File: src/rtl/accum_sq_iter_if.sv
// Request/result stream between the squaring controller and the modular multiplier.
// The controller drives requests and consumes results, so it takes the master side.
interface accum_sq_iter_if #(
    parameter int BITS     = 381,
    parameter int CTL_BITS = 8
);
    logic                req_val;
    logic                req_rdy;
    logic [BITS-1:0]     req_dat_a;
    logic [BITS-1:0]     req_dat_b;
    logic [CTL_BITS-1:0] req_ctl;
    logic                res_val;
    logic                res_rdy;
    logic [BITS-1:0]     res_dat;
    logic [CTL_BITS-1:0] res_ctl;

    modport master (
        output req_val, req_dat_a, req_dat_b, req_ctl, res_rdy,
        input  req_rdy, res_val, res_dat, res_ctl
    );

    modport slave (
        input  req_val, req_dat_a, req_dat_b, req_ctl, res_rdy,
        output req_rdy, res_val, res_dat, res_ctl
    );
endinterface

File: src/rtl/accum_sq_iter.sv
// Iterated modular squaring controller: computes x^(2^T) mod MODULUS by issuing
// T back-to-back squarings to an external multiplier, one request outstanding at a time.
module accum_sq_iter #(
    parameter int BITS     = 381,
    parameter int ITER_W   = 32,
    parameter int CTL_BITS = 8
) (
    input  logic                 i_clk,
    input  logic                 i_rst,
    input  logic                 i_val,
    output logic                 o_rdy,
    input  logic [BITS-1:0]      i_dat,
    input  logic [ITER_W-1:0]    i_iter,
    accum_sq_iter_if.master      mul,
    output logic                 o_val,
    input  logic                 i_rdy,
    output logic [BITS-1:0]      o_dat,
    output logic [ITER_W-1:0]    o_cnt,
    output logic                 o_err
);

    typedef enum logic [1:0] {
        ST_IDLE  = 2'd0,
        ST_ISSUE = 2'd1,
        ST_WAIT  = 2'd2,
        ST_OUT   = 2'd3
    } state_t;

    state_t                state_r, state_s;
    logic [BITS-1:0]       acc_r, acc_s;
    logic [ITER_W-1:0]     iter_r, iter_s;
    logic [ITER_W-1:0]     cnt_r, cnt_s, cnt_inc_s;
    logic                  err_r, err_s;
    logic [CTL_BITS-1:0]   ctl_r;
    logic                  rdy_r, val_r, mul_val_r, mul_rdy_r;

    // Tag is the low CTL_BITS of the count; zero-extend first so CTL_BITS > ITER_W also works.
    function automatic logic [CTL_BITS-1:0] tag_of(input logic [ITER_W-1:0] cnt);
        logic [ITER_W+CTL_BITS-1:0] ext;
        ext = {{CTL_BITS{1'b0}}, cnt};
        return ext[CTL_BITS-1:0];
    endfunction

    // Next-state and datapath update for the squaring loop.
    always_comb begin
        state_s   = state_r;
        acc_s     = acc_r;
        iter_s    = iter_r;
        cnt_s     = cnt_r;
        err_s     = err_r;
        cnt_inc_s = cnt_r + {{(ITER_W-1){1'b0}}, 1'b1};
        case (state_r)
            ST_IDLE: begin
                if (i_val) begin
                    acc_s  = i_dat;
                    iter_s = i_iter;
                    cnt_s  = {ITER_W{1'b0}};
                    err_s  = 1'b0;
                    state_s = (i_iter == {ITER_W{1'b0}}) ? ST_OUT : ST_ISSUE;
                end else begin
                    state_s = ST_IDLE;
                end
            end
            ST_ISSUE: begin
                if (mul.req_rdy) begin
                    state_s = ST_WAIT;
                end else begin
                    state_s = ST_ISSUE;
                end
            end
            ST_WAIT: begin
                if (mul.res_val) begin
                    acc_s = mul.res_dat;
                    cnt_s = cnt_inc_s;
                    // A wrong tag is only flagged; the returned value is still taken.
                    if (mul.res_ctl != tag_of(cnt_r)) begin
                        err_s = 1'b1;
                    end else begin
                        err_s = err_r;
                    end
                    state_s = (cnt_inc_s == iter_r) ? ST_OUT : ST_ISSUE;
                end else begin
                    state_s = ST_WAIT;
                end
            end
            ST_OUT: begin
                if (i_rdy) begin
                    state_s = ST_IDLE;
                end else begin
                    state_s = ST_OUT;
                end
            end
            default: begin
                state_s = ST_IDLE;
            end
        endcase
    end

    // State, datapath and registered handshake flags decoded from the next state.
    always_ff @(posedge i_clk) begin
        if (i_rst) begin
            state_r   <= ST_IDLE;
            acc_r     <= {BITS{1'b0}};
            iter_r    <= {ITER_W{1'b0}};
            cnt_r     <= {ITER_W{1'b0}};
            err_r     <= 1'b0;
            ctl_r     <= {CTL_BITS{1'b0}};
            rdy_r     <= 1'b1;
            val_r     <= 1'b0;
            mul_val_r <= 1'b0;
            mul_rdy_r <= 1'b1;
        end else begin
            state_r   <= state_s;
            acc_r     <= acc_s;
            iter_r    <= iter_s;
            cnt_r     <= cnt_s;
            err_r     <= err_s;
            ctl_r     <= tag_of(cnt_s);
            rdy_r     <= (state_s == ST_IDLE);
            val_r     <= (state_s == ST_OUT);
            mul_val_r <= (state_s == ST_ISSUE);
            // Results are also drained in IDLE so a stale one left by a reset cannot stall the multiplier.
            mul_rdy_r <= (state_s == ST_WAIT) || (state_s == ST_IDLE);
        end
    end

    assign o_rdy         = rdy_r;
    assign o_val         = val_r;
    assign o_dat         = acc_r;
    assign o_cnt         = cnt_r;
    assign o_err         = err_r;
    assign mul.req_val   = mul_val_r;
    assign mul.req_dat_a = acc_r;
    assign mul.req_dat_b = acc_r;
    assign mul.req_ctl   = ctl_r;
    assign mul.res_rdy   = mul_rdy_r;

endmodule

File: src/flat_wrapper.sv
// flat-port wrapper written by rule: the top's interface ports become plain ports
module accum_sq_iter_flat 
#(
    parameter int BITS     = 381,
    parameter int ITER_W   = 32,
    parameter int CTL_BITS = 8
)
  (i_clk, i_rst, i_val, o_rdy, i_dat, i_iter, o_val, i_rdy, o_dat, o_cnt, o_err, mul_req_val, mul_req_dat_a, mul_req_dat_b, mul_req_ctl, mul_res_rdy, mul_req_rdy, mul_res_val, mul_res_dat, mul_res_ctl);
  accum_sq_iter_if #(.BITS(BITS), .CTL_BITS(CTL_BITS)) mul_i ();
  input  logic i_clk;
  input  logic i_rst;
  input  logic i_val;
  output logic o_rdy;
  input  logic [BITS-1:0] i_dat;
  input  logic [ITER_W-1:0] i_iter;
  output logic o_val;
  input  logic i_rdy;
  output logic [BITS-1:0] o_dat;
  output logic [ITER_W-1:0] o_cnt;
  output logic o_err;
  output wire logic [$bits(mul_i.req_val)-1:0] mul_req_val;
  output wire logic [$bits(mul_i.req_dat_a)-1:0] mul_req_dat_a;
  output wire logic [$bits(mul_i.req_dat_b)-1:0] mul_req_dat_b;
  output wire logic [$bits(mul_i.req_ctl)-1:0] mul_req_ctl;
  output wire logic [$bits(mul_i.res_rdy)-1:0] mul_res_rdy;
  input wire logic [$bits(mul_i.req_rdy)-1:0] mul_req_rdy;
  input wire logic [$bits(mul_i.res_val)-1:0] mul_res_val;
  input wire logic [$bits(mul_i.res_dat)-1:0] mul_res_dat;
  input wire logic [$bits(mul_i.res_ctl)-1:0] mul_res_ctl;
  assign mul_req_val = mul_i.req_val;
  assign mul_req_dat_a = mul_i.req_dat_a;
  assign mul_req_dat_b = mul_i.req_dat_b;
  assign mul_req_ctl = mul_i.req_ctl;
  assign mul_res_rdy = mul_i.res_rdy;
  assign mul_i.req_rdy = mul_req_rdy;
  assign mul_i.res_val = mul_res_val;
  assign mul_i.res_dat = mul_res_dat;
  assign mul_i.res_ctl = mul_res_ctl;
  accum_sq_iter #(.BITS(BITS), .ITER_W(ITER_W), .CTL_BITS(CTL_BITS)) u_core (.i_clk(i_clk), .i_rst(i_rst), .i_val(i_val), .o_rdy(o_rdy), .i_dat(i_dat), .i_iter(i_iter), .mul(mul_i), .o_val(o_val), .i_rdy(i_rdy), .o_dat(o_dat), .o_cnt(o_cnt), .o_err(o_err));
endmodule
File: config.mk
export PLATFORM = sky130hd
export DESIGN_NAME = accum_sq_iter_flat
export DESIGN_NICKNAME = d
export VERILOG_FILES = /design/src/rtl/accum_sq_iter_if.sv /design/src/rtl/accum_sq_iter.sv /design/src/flat_wrapper.sv
export SDC_FILE = /design/constraint.sdc
export NUM_CORES = 1
export LEC_CHECK = 0
export BUFFER_PORTS_ARGS = -buffer_cell sky130_fd_sc_hd__buf_4
export CAP_MARGIN = 20
export CORE_AREA = 8 8 782 784
export DETAILED_ROUTE_END_ITERATION = 8
export DIE_AREA = 0 0 790 792
export SLEW_MARGIN = 20
export SYNTH_ARGS = -nofsm -noshare
export SYNTH_HDL_FRONTEND = slang
export SYNTH_SLANG_ARGS = --single-unit
export TNS_END_PERCENT = 5
File: constraint.sdc
create_clock -name i_clk -period 8.02 [get_ports i_clk]
set_input_delay 0.401 -clock i_clk [delete_from_list [all_inputs] [get_ports i_clk]]
set_output_delay 0.401 -clock i_clk [all_outputs]
set_load 0.02 [all_outputs]
==> summary.txt, run 1 <==
Run status
  • Outcome: finished, final reports clean

Yosys
  • Post-synthesis compound-gate area fraction: 16.1%
  • Cell Area, Synth: approximately 26,000 um2
  • YS warnings: 0
  • Top_reg_cell synth: dfxtp_1
  • Number of synthesized flops with an enable pin: 0
  • Post-Synth XOR/XNOR Area: under 10%
  • Synth area leader: dfxtp_1
  • Distinct cell type count after synthesis: between 50 and 60
  • Post-Synthesis Cells: between 3,000 and 4,000
  • Top post-synthesis cells by area: dfxtp_1 35%, buf_4 22%, a311oi_1 13%, nand2_1 12%, nor2_1 6.0%
  • Syn avg cell area: between 7 and 8 um2
  • Yosys reg bits: around 450
  • Largest family of logic cells by synthesized area: buffers and inverters
  • Async S/R FF share, synth: 0%
  • Seq/Total Area, Yosys: 34.5%
  • Synth Area in Simple Gates: 21.7%
  • Syn Nets: roughly 4,300
  • Mux share of post-synthesis cell area: less than 1%
  • Adder-Cell Fraction of Synth Area: 0.0478%
  • Synth top area share: between 30% and 40%

Worst hold path
  • Worst hold path depth: 3
  • Worst hold path class: input port to register

Floorplanning
  • Die width: about 800 um
  • IO Count: 1,996
  • Core area: approximately 600,000 um2
  • Row cnt: ~290
  • Die area: about 630,000 um2
  • Die Span Y: 792 um
  • Initial core utilization: under 10%

Clock tree
  • TritonCTS Buffers: slightly below 80
  • TritonCTS clock tree: done
  • Number of setup buffers added after CTS: 0
  • CTS Buffer Depth: 4
  • Htree depth: 3
  • CTS root buffer: clkbuf_16
  • CTS sink count: about 450
  • Worst-path clk slew: 0.06 ns
  • Worst skew pair latency: 0.79 ns

Place
  • HPWL after DPL: 479,000 um
  • Count of input and output buffers: around 2,000
  • Gpl congestion: slightly above 1
  • Post-DP Area: between 40,000 and 50,000 um2
  • Placed Instances: around 13,000

Drt
  • Vias: ~36,000
  • Post-DRT Antenna Nets: 0
  • Post-DR vias/cell: around 2.7
  • Routed WL: between 500,000 and 600,000 um
  • DR pass1 iterations: 6
  • Drt drc: 0
  • DR WL/cell: around 40 um
  • Initial DRC Count: ~3,800

Setup path
  • Data required time of the critical path: approximately 9 ns
  • Worst Setup End Kind: register
  • Worst Setup Path Type: register to register
  • Crit Path Max Fanout: around 170
  • Startpoint types: register
  • Most frequent cell on the critical path: buf_12
  • Worst path arrival time: around 4.8 ns
  • Crit path cell chain: mux2i_1 > nor2_4 > buf_12 > buf_12 > buf_4 > nor2_1 > a311oi_1 > dlygate4sd3_1
  • Register-to-Register Path Depth: 8
  • Worst path max stage delay: approximately 0.64 ns
  • Slowest-stage cell, CP: buf_4

Global route
  • First-pass GRT wire length: slightly above 600,000 um
  • Largest net degree at the start of global routing: between 150 and 200
  • Initial antenna violation count: 258
  • GRT overflow: 0
  • Vias in the first global route: between 30,000 and 40,000
  • GRT Total Usage: between 10% and 20%

Power
  • Max IR drop VDD: between 0.0001 and 0.00015 V
  • LEAKAGE: 22.5 nW
  • Power per Cell Area: a little over 200 nW/um2

Layout
  • Nets@finish: 6,117
  • P&R area growth vs syn: 111%
  • Fillers: roughly 70,000
  • Sequential cell area: between 9000 and 10,000 um2
  • Final Instance Area: roughly 55,000 um2
  • Layout cells sized above 1: around two fifths
  • Fin cells: 13,464
  • Multi-input logic area: 10,400 um2

STA
  • Final setup vio count: 0
  • Final Cycle Share: 49.9%
  • TNS Setup: 0 ns
  • Final Skew: between 0.03 and 0.04 ns
  • Max Fclk: roughly 250 MHz
  • Final Hold Viols: 0
  • Max-slew violations: 0
  • Min Clock Period, post-route: 4.00 ns
  • Worst slew pin tran: 1.24 ns
  • RSZ-0062 raised after global routing: no
  • Max-Slew Margin vs Limit: between 10% and 20%

Flow run
  • MaxCap Viol Count: 0
==> what timing repair did <==
action                                 4_1_cts  5_1_grt
endpoints found under the hold margin      413        0
gates resized for setup                      0        0
hold buffers                               751        0
==> Yosys cell counts (6+ instances only) <==
master    number
buf_4        775
buf_2          7
nand2_1      861
xor2_1        21
nor3_1        16
buf_1          7
nand4_1       14
o21ai_0       28
nor4_1        20
dfxtp_1      452
a21oi_1       73
or3_1          6
nor2_1       421
and2_1         7
and3_1         9
nand3_1       12
clkbuf_1     238
xnor2_1       25
a311oi_1     388
==> report_power, final <==
part           leakage, nW  internal, mW  switching, mW  total, mW
Combinational         17.5          1.58           2.81       4.40
Clock                 1.26          2.08           1.54       3.62
Sequential            3.74          2.47          0.993       3.46
Total                 22.5          6.13           5.35       11.5
==> worst paths after layout <==
| path | slack, ns | to | from |
|---|---|---|---|
| setup / recovery | 4.02 | u_core.mul.req_dat_a[241] | u_core.state_r[1] |
| hold / removal | 0.08 | u_core.mul.req_dat_a[372] | mul_res_dat[372] |
| setup reg to reg | 4.02 | u_core.mul.req_dat_a[241] | u_core.state_r[1] |
| hold reg to reg | 0.47 | u_core.iter_r[10] | u_core.iter_r[10] |
==> flip-flops by register name, summed over array words and instances, names as in the netlist <==
name                  cells
u_core.state_r            2
u_core.mul.req_dat_a    381
u_core.o_val              1
u_core.mul.req_val        1
u_core.o_rdy              1
u_core.iter_r            32
u_core.o_err              1
u_core.mul.res_rdy        1
u_core.o_cnt             32
==> cells by family (layout without fill, tap and decap cells) <==
family	count (synthesis)	after routing
other	0	62
XOR/XNOR	46	46
AO/OA/AOI/OAI	528	528
buffers and inverters	1031	2933
flip-flops	452	452
adder cells (fa/ha/maj)	1	1
multiplexers	3	3
AND/OR/NAND/NOR	1403	1403
==> worst max-delay path: cells and delay by family (launching register included) <==
family | cells | cell delay (ns)
buf+inv | 4 | 2.03
flops | 1 | 0.53
simple gates | 2 | 0.40
compound gates | 1 | 0.29
mux | 1 | 0.21
==> placed cells by master (no fill, tap or decap), drive strengths merged, types with 16 or more instances in the layout <==
master       Yosys  layout
xor2            21      21
nor4            27      27
o21ai           28      28
nand4           16      16
nand2          861     861
dfxtp          452     452
dlygate4sd3      0     751
nor2           421     421
buf            790    2041
nor3            16      16
diode            0      62
xnor2           25      25
inv              3      16
a311oi         388     388
clkbuf         238     103
a21oi           73      73
==> area by class of cell <==
type                    instances  share of cell area (%)
flip-flops and latches        452                    16.4
well taps                    8036                    18.2
clock inverters                35                   0.648
repair buffers               2792                    41.6
clock buffers                 103                    4.00
diodes                         62                   0.281
inverters                       3                  0.0204
multi-input cells            1981                    18.8
==> routing by layer <==
metal | track usage [%] | wire length (um)
met5 | 0 | 177
met3 | 8.05 | 63300
met1 | 18.7 | 209000
met4 | 3.48 | 15200
met2 | 26.2 | 241000
==> through the flow <==
stage / utilization, % / setup WS (ns) / total power [mW] / hold WS [ns]
global route: 9.18 / 3.85 / 11.9 / 0.0196
floorplan: - / 5.22 / 4.62 / 0.445
global placement: 7.50 / 4.69 / 7.60 / 0.455
detailed placement: 7.50 / 4.63 / 7.60 / 0.462
CTS: 9.18 / 4.14 / 11.8 / 0.00638
finish: 9.20 / 4.02 / 11.5 / 0.0848
Note: power is estimated with default switching activity, not from simulation.
==> run 2: changes to the inputs <==
--- a/config.mk
+++ b/config.mk
@@ -5,6 +5,7 @@
 export SDC_FILE = /design/constraint.sdc
 export NUM_CORES = 1
 export LEC_CHECK = 0
+export ABC_AREA = 1
 export BUFFER_PORTS_ARGS = -buffer_cell sky130_fd_sc_hd__buf_4
 export CAP_MARGIN = 20
 export CORE_AREA = 8 8 782 784
==> constraint.sdc (replaced) <==
create_clock -name i_clk -period 4.1 [get_ports i_clk]
set_input_delay 0.205 -clock i_clk [delete_from_list [all_inputs] [get_ports i_clk]]
set_output_delay 0.205 -clock i_clk [all_outputs]
set_load 0.02 [all_outputs]
==> summary.txt, run 2 <==
Layout
  • Max reg flops: roughly 380
  • P&R area growth vs syn: 118%
  • Layout cells sized above 1: about two fifths
  • Fillers: 70,123
  • Commonest non-fill, non-tap cell in the layout: buf_4
  • Final Instance Area: ~56,000 um2
  • Nets@finish: between 6,000 and 7,000
  • Commonest cells after routing, fill and taps aside: 2,067 x buf_4, 988 x nand2_1, 817 x dlygate4sd3_1, 449 x dfxtp_1, 417 x o21ai_0

Drt
  • DR pass1 iterations: 6
  • Post-DRT Antenna Nets: 0
  • Routed WL: 500,000 um
  • Vias: around 38,000
  • Drt drc: 0
  • Post-DR vias/cell: ~2.7
  • DR WL/cell: about 36 um
  • Initial DRC Count: around 3,800

Yosys
  • Syn Nets: 4,435
  • Number of synthesized flops with an enable pin: 0
  • Top post-synthesis cells by area: dfxtp_1 35%, buf_4 22%, nand2_1 14%, a31oi_1 9.2%, o21ai_0 8.1%
  • Syn avg cell area: just over 7 um2
  • Async S/R FF share, synth: 0%
  • Top_reg_cell synth: dfxtp_1
  • Cell Area, Synth: 25,800 um2
  • Distinct cell type count after synthesis: 31
  • Seq/Total Area, Yosys: between 30% and 40%
  • Post-Synthesis Cells: 3,626
  • Most common cell in the synthesized netlist: nand2_1
  • Most frequent cells after synthesis: 989 x nand2_1, 771 x buf_4, 452 x dfxtp_1
  • YS warnings: 0
  • Yosys reg bits: 452
  • Synth area leader: dfxtp_1
  • Synth top area share: between 30% and 40%

Floorplanning
  • Core area: 600,000 um2
  • Row cnt: 285
  • Initial core utilization: under 10%
  • Die Span Y: between 700 and 800 um
  • Die area: 626,000 um2
  • Die width: between 700 and 800 um
  • IO Count: 1,996

Global route
  • Initial antenna violation count: between 200 and 300
  • GRT overflow: 0
  • First-pass GRT wire length: approximately 580,000 um
  • Largest net degree at the start of global routing: 115
  • Vias in the first global route: ~36,000
  • GRT Total Usage: 15.1%

STA
  • Max-slew violations: 0
  • Final setup vio count: 0
  • Max-Slew Margin vs Limit: a little under a quarter
  • Worst slew pin tran: about 1.2 ns
  • RSZ-0062 raised after global routing: no
  • Final Skew: 0.0988 ns
  • Final Hold Viols: 0
  • Slack of the critical path: between 0.4 and 0.5 ns
  • Min Clock Period, post-route: about 3.7 ns
  • Final Cycle Share: 90.1%
  • Max Fclk: ~270 MHz
  • TNS Setup: 0 ns

Place
  • Post-DP Area: about 45,000 um2
  • Pre-CTS WS: around 1.5 ns
  • Count of input and output buffers: about 2,000
  • HPWL after DPL: around 450,000 um
  • Gpl congestion: approximately 1

Clock tree
  • CTS Buffer Depth: 4
  • Htree depth: 3
  • TritonCTS clock tree: done
  • CTS root buffer: clkbuf_16
  • Worst-path clk slew: about 0.06 ns
  • TritonCTS Buffers: 79
  • CTS resizes: 0
  • Worst skew pair latency: roughly 0.86 ns
  • CTS sink count: 452

Run status
  • Outcome: finished, final reports clean

Power
  • PnR Total Power: 23.8 mW
  • Power per Cell Area: about 420 nW/um2
  • LEAKAGE: 23.5 nW
  • Max IR drop VDD: about 0.00031 V

Setup path
  • Worst path arrival time: roughly 4.5 ns
  • Data required time of the critical path: a little under 5 ns
  • Crit Path Max Fanout: 51
  • Startpoint types: register
  • Worst Setup Path Type: register to register
  • Worst Setup End Kind: register
  • Worst R2R Setup Slack: 0.41 ns

Worst hold path
  • Worst hold path class: input port to register

Flow run
  • MaxCap Viol Count: 0
==> run 2: cell count changes after synthesis, moves of 74 or more <==
| cell | change |
|---|---|
| nand3_1 | +78 |
| a311oi_1 | -388 |
| nand2_1 | +128 |
| nor2_1 | -336 |
| o21ai_0 | +389 |
| a31oi_1 | +378 |
| inv_1 | +74 |
==> run 2: path summary, 6_finish.rpt <==
kind / from / endpoint / cells past startpoint
max: u_core.state_r[1] / u_core.mul.req_val / 14
min: i_dat[3] / u_core.mul.req_dat_a[3] / 3
max reg2reg: u_core.state_r[1] / u_core.mul.req_val / 14
min reg2reg: u_core.iter_r[17] / u_core.iter_r[17] / 2
==> run 2: final cells by class <==
type | count | area (um2) | share of cell area [%]
diodes | 93 | 233 | 0.414
flip-flops and latches | 452 | 9050 | 16.1
multi-input cells | 2088 | 9790 | 17.4
repair buffers | 2908 | 24200 | 43.0
clock inverters | 40 | 449 | 0.798
well taps | 8036 | 10100 | 17.9
inverters | 85 | 334 | 0.594
clock buffers | 98 | 2170 | 3.85
==> run 2: what timing repair did <==
| item | in CTS | in global routing |
|---|---|---|
| hold buffers | 816 | 1 |
| setup endpoints to repair | 0 | 0 |
| hold endpoints to repair | 452 | 1 |
| buffers inserted | 0 | 0 |
==> run 2: through the flow <==
stage                     instances  hold WS [ns]  utilization, %
after global placement        12752         0.465            7.54
after global routing          13735        0.0476            9.35
after CTS                     13706       0.00318            9.34
after detailed placement      12752         0.469            7.54
after floorplan                3626         0.333               -
final                         13800        0.0797            9.38
==> run 2: routing by layer <==
metal	GRT usage [%]	part of all wire, %
met3	4.91	8.8
met5	0	0.10
met1	17.5	38
met4	4.66	4.0
met2	26.4	49
==> run 2: report_power, final <==
part / switching, mW / total (mW) / internal, mW
logic: 6.15 / 9.69 / 3.54
registers: 2.00 / 6.91 / 4.91
clock network: 3.03 / 7.24 / 4.20
total: 11.2 / 23.8 / 12.7
==> run 2: cell families (layout without fill, tap and decap cells) <==
| family | Yosys count | after routing | share of synthesized area (%) |
|---|---|---|---|
| AOI/OAI and AO/OA | 864 | 864 | 18.6 |
| xor gates and xnor gates | 10 | 10 | 0.339 |
| adders and majority gates | 1 | 1 | 0.0484 |
| buffers and inverters | 1086 | 3131 | 27.2 |
| DFF | 452 | 452 | 35.0 |
| other | 0 | 93 | 0 |
| and+or+nand+nor | 1213 | 1213 | 18.8 |
==> run 2: worst max-delay path, cell delays in order (launching register included) <==
cell and delay [ns]:
dfxtp_1 0.35, inv_1 0.10, nor2_4 0.19, inv_8 0.12, nor2_1 0.18, buf_4 0.41
nor3_1 0.08, a21oi_1 0.14, dlygate4sd3_1 0.57, inv_1 0.05, nor2_1 0.07, dlygate4sd3_1 0.60
inv_1 0.11, nor2_1 0.11, dlygate4sd3_1 0.54
